**src/rtl/serial_add_if.sv**
```systemverilog
// Operand/result handshake bundle for the bit-serial adder.
// Master drives operands and consumes results; slave is the adder.
interface serial_add_if #(
  parameter int WIDTH = 8
);
  logic             in_valid;
  logic             in_ready;
  logic [WIDTH-1:0] a;
  logic [WIDTH-1:0] b;
  logic             c_in;
  logic             out_valid;
  logic             out_ready;
  logic [WIDTH-1:0] sum;
  logic             c_out;
  logic             ovf;

  modport master (
    output in_valid, a, b, c_in, out_ready,
    input  in_ready, out_valid, sum, c_out, ovf
  );

  modport slave (
    input  in_valid, a, b, c_in, out_ready,
    output in_ready, out_valid, sum, c_out, ovf
  );
endinterface

```
**src/rtl/serial_add_ctrl.sv**
```systemverilog
// Bit-serial add sequencer: one full-adder cell, LSB first,
// WIDTH cycles per operation between two valid/ready handshakes.
module serial_add_ctrl #(
  parameter int WIDTH = 8
) (
  input logic         clock,
  input logic         reset,
  serial_add_if.slave io
);
  localparam int CW = $clog2(WIDTH) + 1;

  typedef enum logic [1:0] {
    IDLE = 2'd0,
    RUN  = 2'd1,
    DONE = 2'd2
  } state_t;

  state_t           state_q, state_d;
  logic [CW-1:0]    cnt_q, cnt_d;
  logic [WIDTH-1:0] a_sh_q, a_sh_d;
  logic [WIDTH-1:0] b_sh_q, b_sh_d;
  logic [WIDTH-1:0] sum_sh_q, sum_sh_d;
  logic             cy_q, cy_d;
  logic             ovf_q, ovf_d;

  logic             fa_s;
  logic             fa_co;
  logic [WIDTH:0]   sum_ext;

  assign fa_s    = a_sh_q[0] ^ b_sh_q[0] ^ cy_q;
  assign fa_co   = (a_sh_q[0] & b_sh_q[0])
                 | (a_sh_q[0] & cy_q)
                 | (b_sh_q[0] & cy_q);
  assign sum_ext = {fa_s, sum_sh_q};

  always_comb begin
    state_d  = state_q;
    cnt_d    = cnt_q;
    a_sh_d   = a_sh_q;
    b_sh_d   = b_sh_q;
    sum_sh_d = sum_sh_q;
    cy_d     = cy_q;
    ovf_d    = ovf_q;
    case (state_q)
      IDLE: begin
        if (io.in_valid) begin
          a_sh_d   = io.a;
          b_sh_d   = io.b;
          cy_d     = io.c_in;
          cnt_d    = '0;
          sum_sh_d = '0;
          ovf_d    = 1'b0;
          state_d  = RUN;
        end
      end
      RUN: begin
        sum_sh_d = sum_ext[WIDTH:1];
        a_sh_d   = a_sh_q >> 1;
        b_sh_d   = b_sh_q >> 1;
        cy_d     = fa_co;
        cnt_d    = cnt_q + 1'b1;
        // cy_q is the carry into the MSB on the last bit
        if (cnt_q == CW'(WIDTH - 1)) begin
          ovf_d   = cy_q ^ fa_co;
          state_d = DONE;
        end
      end
      DONE: begin
        if (io.out_ready) begin
          state_d = IDLE;
        end
      end
      default: begin
        state_d = IDLE;
      end
    endcase
  end

  always_ff @(posedge clock) begin
    if (reset) begin
      state_q  <= IDLE;
      cnt_q    <= '0;
      a_sh_q   <= '0;
      b_sh_q   <= '0;
      sum_sh_q <= '0;
      cy_q     <= 1'b0;
      ovf_q    <= 1'b0;
    end else begin
      state_q  <= state_d;
      cnt_q    <= cnt_d;
      a_sh_q   <= a_sh_d;
      b_sh_q   <= b_sh_d;
      sum_sh_q <= sum_sh_d;
      cy_q     <= cy_d;
      ovf_q    <= ovf_d;
    end
  end

  assign io.in_ready  = (state_q == IDLE);
  assign io.out_valid = (state_q == DONE);
  assign io.sum       = sum_sh_q;
  assign io.c_out     = cy_q;
  assign io.ovf       = ovf_q;
endmodule

```
**src/flat_wrapper.sv**
```systemverilog
// flat-port wrapper written by rule: the top's interface ports become plain ports
module serial_add_ctrl_flat 
#(
  parameter int WIDTH = 8
)
  (clock, reset, io_in_valid, io_a, io_b, io_c_in, io_out_ready, io_in_ready, io_out_valid, io_sum, io_c_out, io_ovf);
  serial_add_if #(.WIDTH(WIDTH)) io_i ();
  input logic clock;
  input logic reset;
  input wire logic [$bits(io_i.in_valid)-1:0] io_in_valid;
  input wire logic [$bits(io_i.a)-1:0] io_a;
  input wire logic [$bits(io_i.b)-1:0] io_b;
  input wire logic [$bits(io_i.c_in)-1:0] io_c_in;
  input wire logic [$bits(io_i.out_ready)-1:0] io_out_ready;
  output wire logic [$bits(io_i.in_ready)-1:0] io_in_ready;
  output wire logic [$bits(io_i.out_valid)-1:0] io_out_valid;
  output wire logic [$bits(io_i.sum)-1:0] io_sum;
  output wire logic [$bits(io_i.c_out)-1:0] io_c_out;
  output wire logic [$bits(io_i.ovf)-1:0] io_ovf;
  assign io_i.in_valid = io_in_valid;
  assign io_i.a = io_a;
  assign io_i.b = io_b;
  assign io_i.c_in = io_c_in;
  assign io_i.out_ready = io_out_ready;
  assign io_in_ready = io_i.in_ready;
  assign io_out_valid = io_i.out_valid;
  assign io_sum = io_i.sum;
  assign io_c_out = io_i.c_out;
  assign io_ovf = io_i.ovf;
  serial_add_ctrl #(.WIDTH(WIDTH)) u_core (.clock(clock), .reset(reset), .io(io_i));
endmodule
```
**config.mk**
```make
export PLATFORM = sky130hd
export DESIGN_NAME = serial_add_ctrl_flat
export DESIGN_NICKNAME = d
export VERILOG_FILES = /design/src/rtl/serial_add_if.sv /design/src/rtl/serial_add_ctrl.sv /design/src/flat_wrapper.sv
export SDC_FILE = /design/constraint.sdc
export NUM_CORES = 1
export LEC_CHECK = 0
export ABC_AREA = 1
export BUFFER_PORTS_ARGS = -buffer_cell sky130_fd_sc_hd__buf_2
export CAP_MARGIN = 20
export CORE_MARGIN = 10
export CORE_UTILIZATION = 32
export CTS_CLUSTER_SIZE = 28
export DETAILED_ROUTE_END_ITERATION = 8
export GPL_TIMING_DRIVEN = 1
export REMOVE_ABC_BUFFERS = 1
export SLEW_MARGIN = 20
export SYNTH_ARGS = -nofsm -noshare
export SYNTH_HDL_FRONTEND = slang
export SYNTH_SLANG_ARGS = --single-unit
```
**constraint.sdc**
```tcl
create_clock -name clock -period 1.93 [get_ports clock]
set_input_delay 0.2895 -clock clock [delete_from_list [all_inputs] [get_ports clock]]
set_output_delay 0.2895 -clock clock [all_outputs]
set_load 0.03 [all_outputs]
```
==> results.toml, run 1 <==
[finish]
diodes = 0
multi_input_area_sq_um = 712
final_cell_mix = "nand2_1 (74), nor2_1 (36), buf_2 (32), dfxtp_1 (32)"
seqCellArea_sq_um = 641
fillers = 478
final_common_cell = "nand2_1"
areaGrowthSynthToFinish_pct = 18.5
drive_above_1_share_pct = 19.3
final_util_pct = 39.2
nets = 263

[timing]
hold_violations = 0
fin_crit_sh_pct = 73.6
fin_crit_ns = 1.42
setup_violations = 0
rsz0062_at_grt = "no"
worst_pin_slew_ns = 0.466
tns_ns = 0
maxSlewViolCount = 0
slew_headroom_pct = 68.9
clock_skew_ns = 0.00247
fmax_mhz = 704

[outcome]
status = "finished, final reports clean"

[floorplan]
num_rows = 24
die_h_um = 87.3
die_w_um = 87.3
start_util_pct = 33.1
io_pins = 33
coreArea_sq_um = 4380
fp.dieArea_sq_um = 7630

[critical_path]
r2r_setup_slack_ns = 0.53
rr_worst_depth = 7
crit_end = "io_in_ready"
cp_max_fo = 7
arrival_ns = 1.13
crit_start = "u_core.state_q[0]"
worst-setup-path-type = "flop to output port"
worstSetupEndpointType = "output port"
r2r_start = "u_core.state_q[0]"
cp.required_ns = 1.64
startpoint_type = "flop"
timing.rr.end = "u_core.a_sh_q[3]"

[synth]
synth_cells = 208
synthDistinctLibCells = 23
yosys.area_share.simple_pct = 32.9
yosysSeqAreaShare_pct = 44.1
synth.cell_area_sq_um = 1450
synth_compound_area_share_pct = 13.9
ys_ff_latch = 32
yosysTopAreaCell = "dfxtp_1"
synth_top_area_share_pct = 44.1
ys_warn_count = 0
synth_top_family_by_area = "simple AND/OR/NAND/NOR gates"
yosys-top-cells-area = "dfxtp_1 (44%), nand2_1 (19%), nor2_1 (9.3%)"
synthMuxAreaShare_pct = 0
synthXorXnorAreaFrac_pct = 0
synth_adder_area_share_pct = 2.24
postSynthAreaPerCell_sq_um = 6.98

[clocking]
cts_post_setup_buffers_inserted = 0
cts-resized-gates = 0
hold_buffers = 0
clock_insertion_delay_worst_skew_ns = 0.28
cts_buffers = 5
cts-root-buf = "clkbuf_8"
cts_tree = "yes"
cts.sinks = 32
htreeDepth = 2
clk_path_buf_depth = 2
clk_pin_slew_ns = 0.06

[pwr]
power.clock.fraction_pct = 31.8
p_int_mw = 1.02
p_switching_uw = 381
leakagePower_nw = 0.797
power_switching_share_pct = 27.2
p_per_area_nw_per_um2 = 815
peakVddDrop_v = 0.000420
p_seq_share_pct = 51.9
combPwrFrac_pct = 16.3

[grt]
grt_pass1_wl_um = 5810
grt_max_degree = 22
grt_pass1_vias = 1306
grt_use_total_pct = 9.39
overflow = 0
antenna_found_initial = 0

[min_path]
hp-class = "input pin to flop"

[routing]
drt_wl_total_um = 3440
firstDrtPassIters = 4
vias = 1346
drt.antenna.violating_nets = 0
via_per_inst = 4.64
wl_per_cell_um = 11.9
drc = 0
drtIter0Drc = 43

[flow_run]
cap_violations = 0

[placed_design]
place_congestion = 0.727
hpwlAfterDp_um = 2410
port_buffers = 32
## cells by family (layout without fill, tap and decap cells)
family                   Yosys count  in the layout
AND/OR/NAND/NOR                  120            120
AO/OA/AOI/OAI                     36             36
flip-flops                        32             32
buffers and inverters             18             48
adder cells (fa/ha/maj)            2              2
## stage by stage
step	total power, mW	area [sq um]	setup WS, ns	hold slack [ns]	cells
floorplan	0.882	1390	0.366	0.359	199
global placement	0.969	1650	0.534	0.446	285
detailed placement	0.971	1650	0.534	0.454	285
CTS	1.42	1720	0.503	0.263	290
global route	1.48	1720	0.400	0.281	290
finish	1.40	1720	0.510	0.271	290
## worst min path at each step
| stage | startpoint | to | cells after the start |
|---|---|---|---|
| after floorplan | reset | u_core.a_sh_q[7] | 1 |
| after global placement | u_core.io.sum[0] | u_core.io.sum[0] | 2 |
| after detailed placement | u_core.io.sum[0] | u_core.io.sum[0] | 2 |
| after CTS | io_b[7] | u_core.b_sh_q[7] | 3 |
| after global routing | io_b[7] | u_core.b_sh_q[7] | 3 |
| final | io_b[7] | u_core.b_sh_q[7] | 3 |
## area by class of cell
class,count,share of cell area (%)
Inverter,9,1.96
Sequential cell,32,37.2
Multi-Input combinational cell,158,41.4
Timing Repair Buffer,34,11.6
Clock buffer,5,4.00
Tap cell,52,3.78
## synthesized netlist by cell type
master    count
clkbuf_1      1
nand3_1       5
buf_1         1
or2_2         1
clkbuf_2      1
inv_2         2
nor2_4        1
dfxtp_1      32
buf_6         2
o21ai_1       2
o21ai_0      16
nand2_4       1
o21a_4        1
nor3_1        1
nor2_1       36
a21oi_1      16
o21ai_4       1
nand4_1       1
inv_1         7
nand2_1      74
fa_1          1
buf_4         4
ha_1          1
## power groups by stage
stage | clock, mW | combinational [mW] | sequential (mW)
6_report | 0.446 | 0.228 | 0.727
5_1_grt | 0.485 | 0.265 | 0.732
4_1_cts | 0.461 | 0.232 | 0.727
3_5_place_dp | 0 | 0.231 | 0.741
3_3_place_gp | 0 | 0.229 | 0.740
2_1_floorplan | 0 | 0.134 | 0.748
## registers in the layout (all words and copies together), names as in the netlist
| name | cells |
|---|---|
| u_core.io.ovf | 1 |
| u_core.io.c_out | 1 |
| u_core.b_sh_q | 8 |
| u_core.cnt_q | 4 |
| u_core.io.sum | 8 |
| u_core.state_q | 2 |
| u_core.a_sh_q | 8 |
## critical path, cell delays in order, from the launching register on
cell     delay [ns]
dfxtp_1        0.54
nor2_1         0.11
buf_2          0.20
## metal layers
layer,GRT usage (%),vias to the layer above,routed length (um)
met5,0,-,0
met1,10.9,585,1620
met3,3.65,8,290
met4,4.35,0,60
met2,14.8,36,1470
li1,-,717,-
Power figures use the tool's default switching activity.
==> inputs of run 2 (changes only) <==
==> constraint.sdc (replaced) <==
create_clock -name clock -period 1.3 [get_ports clock]
set_input_delay 0.195 -clock clock [delete_from_list [all_inputs] [get_ports clock]]
set_output_delay 0.195 -clock clock [all_outputs]
set_load 0.03 [all_outputs]
==> results.toml, run 2 (same netlist as run 1, synthesis figures left out) <==
[finish]
final_cell_mix = "nand2_1 (74), nor2_1 (35), buf_2 (30)"
final_util_pct = 41.0
final_common_cell = "nand2_1"
drive_above_1_share_pct = 25.1
nets = 269
diodes = 0
areaGrowthSynthToFinish_pct = 23.9

[floorplan]
die_w_um = 87.3
coreArea_sq_um = 4380
start_util_pct = 33.1
fp.dieArea_sq_um = 7630
io_pins = 33
die_h_um = 87.3
num_rows = 24

[routing]
drt.antenna.violating_nets = 0
firstDrtPassIters = 4
drtIter0Drc = 86
via_per_inst = 4.53
drc = 0
wl_per_cell_um = 11.5
vias = 1353
drt_wl_total_um = 3450

[pwr]
power.clock.fraction_pct = 35.2
p_switching_uw = 609
p_int_mw = 1.61
peakVddDrop_v = 0.000561
combPwrFrac_pct = 16.4
p_per_area_nw_per_um2 = 1230
p_total_mw = 2.22
p_seq_share_pct = 48.4
leakagePower_nw = 0.843
power_switching_share_pct = 27.4

[critical_path]
cp_max_fo = 5
arrival_ns = 1.05
worstSetupEndpointType = "output port"
cp.required_ns = 1.11
worst-setup-path-type = "flop to output port"
startpoint_type = "flop"

[grt]
antenna_found_initial = 0
grt_max_degree = 29
grt_pass1_vias = 1259
overflow = 0
grt_use_total_pct = 9.16
grt_pass1_wl_um = 5640

[clocking]
clk_path_buf_depth = 2
cts-root-buf = "clkbuf_8"
cts.sinks = 32
clock_insertion_delay_worst_skew_ns = 0.28
htreeDepth = 2
clk_pin_slew_ns = 0.07
cts_buffers = 5
cts_tree = "yes"
hold_buffers = 0

[timing]
worst_pin_slew_ns = 0.208
tns_ns = 0
fin_crit_sh_pct = 95.9
maxSlewViolCount = 0
setup_violations = 0
clock_skew_ns = 0.00869
hold_violations = 0
fmax_mhz = 802
slew_headroom_pct = 86.1
fin_crit_ns = 1.25

[placed_design]
place_congestion = 0.710
hpwlAfterDp_um = 2350
port_buffers = 32

[flow_run]
cap_violations = 0

[min_path]
hp-class = "input pin to flop"

[outcome]
status = "finished, final reports clean"
==> run 2: what timing repair did <==
| action | in CTS | in global routing |
|---|---|---|
| gates resized for setup | 6 | 5 |
| pin swaps | 0 | 1 |
| buffers inserted | 0 | 0 |
| endpoints found under the setup margin | 4 | 4 |
==> run 2: worst max-delay path, cell delays in order (launching register included) <==
cell and delay, ns:
dfxtp_2 0.34, buf_4 0.16, nor2_2 0.10, buf_4 0.17
==> run 2: power by group through the flow <==
stage / Clock (mW) / Sequential, mW / Combinational (mW)
5_1_grt: 0.861 / 1.08 / 0.416
4_1_cts: 0.801 / 1.07 / 0.368
2_1_floorplan: 0 / 1.11 / 0.198
6_report: 0.782 / 1.07 / 0.364
3_3_place_gp: 0 / 1.09 / 0.357
3_5_place_dp: 0 / 1.09 / 0.359
==> run 2: area by class of cell <==
| type | instances | area, sq um |
|---|---|---|
| Clock buffer | 6 | 82.6 |
| Multi-Input combinational cell | 158 | 723 |
| Timing Repair Buffer | 40 | 238 |
| Tap cell | 52 | 65.1 |
| Sequential cell | 32 | 646 |
| Clock inverter | 2 | 10.0 |
| Inverter | 9 | 33.8 |
| Fill cell | 467 | 2590 |
==> run 2: per-layer routing <==
metal / up-vias / GRT usage, % / share of wire [%]
met5: - / 0 / 0
met4: 0 / 3.91 / 1.2
met3: 5 / 3.84 / 6.8
met2: 26 / 14.0 / 44
met1: 592 / 11.0 / 48
li1: 730 / - / -
==> run 2: worst paths after layout <==
path | startpoint | depth (start not counted) | end | slack (ns)
worst min-delay path | io_b[7] | 3 | u_core.b_sh_q[7] | 0.16
worst max register to register | u_core.io.c_out | 4 | u_core.io.sum[7] | 0.06
worst max-delay path | u_core.state_q[0] | 3 | io_in_ready | 0.05
worst min register to register | u_core.io.sum[0] | 2 | u_core.io.sum[0] | 0.46
==> run 2: per-stage QoR <==
step                      hold slack [ns]  area (sq um)  instances  worst slack, ns
final                               0.164          1800        299           0.0539
after global routing                0.166          1800        299         -0.00247
after CTS                           0.165          1790        299          0.00351
after detailed placement            0.451          1680        291          -0.0134
after global placement              0.446          1680        291           0.0131
after floorplan                     0.264          1390        199           -0.264
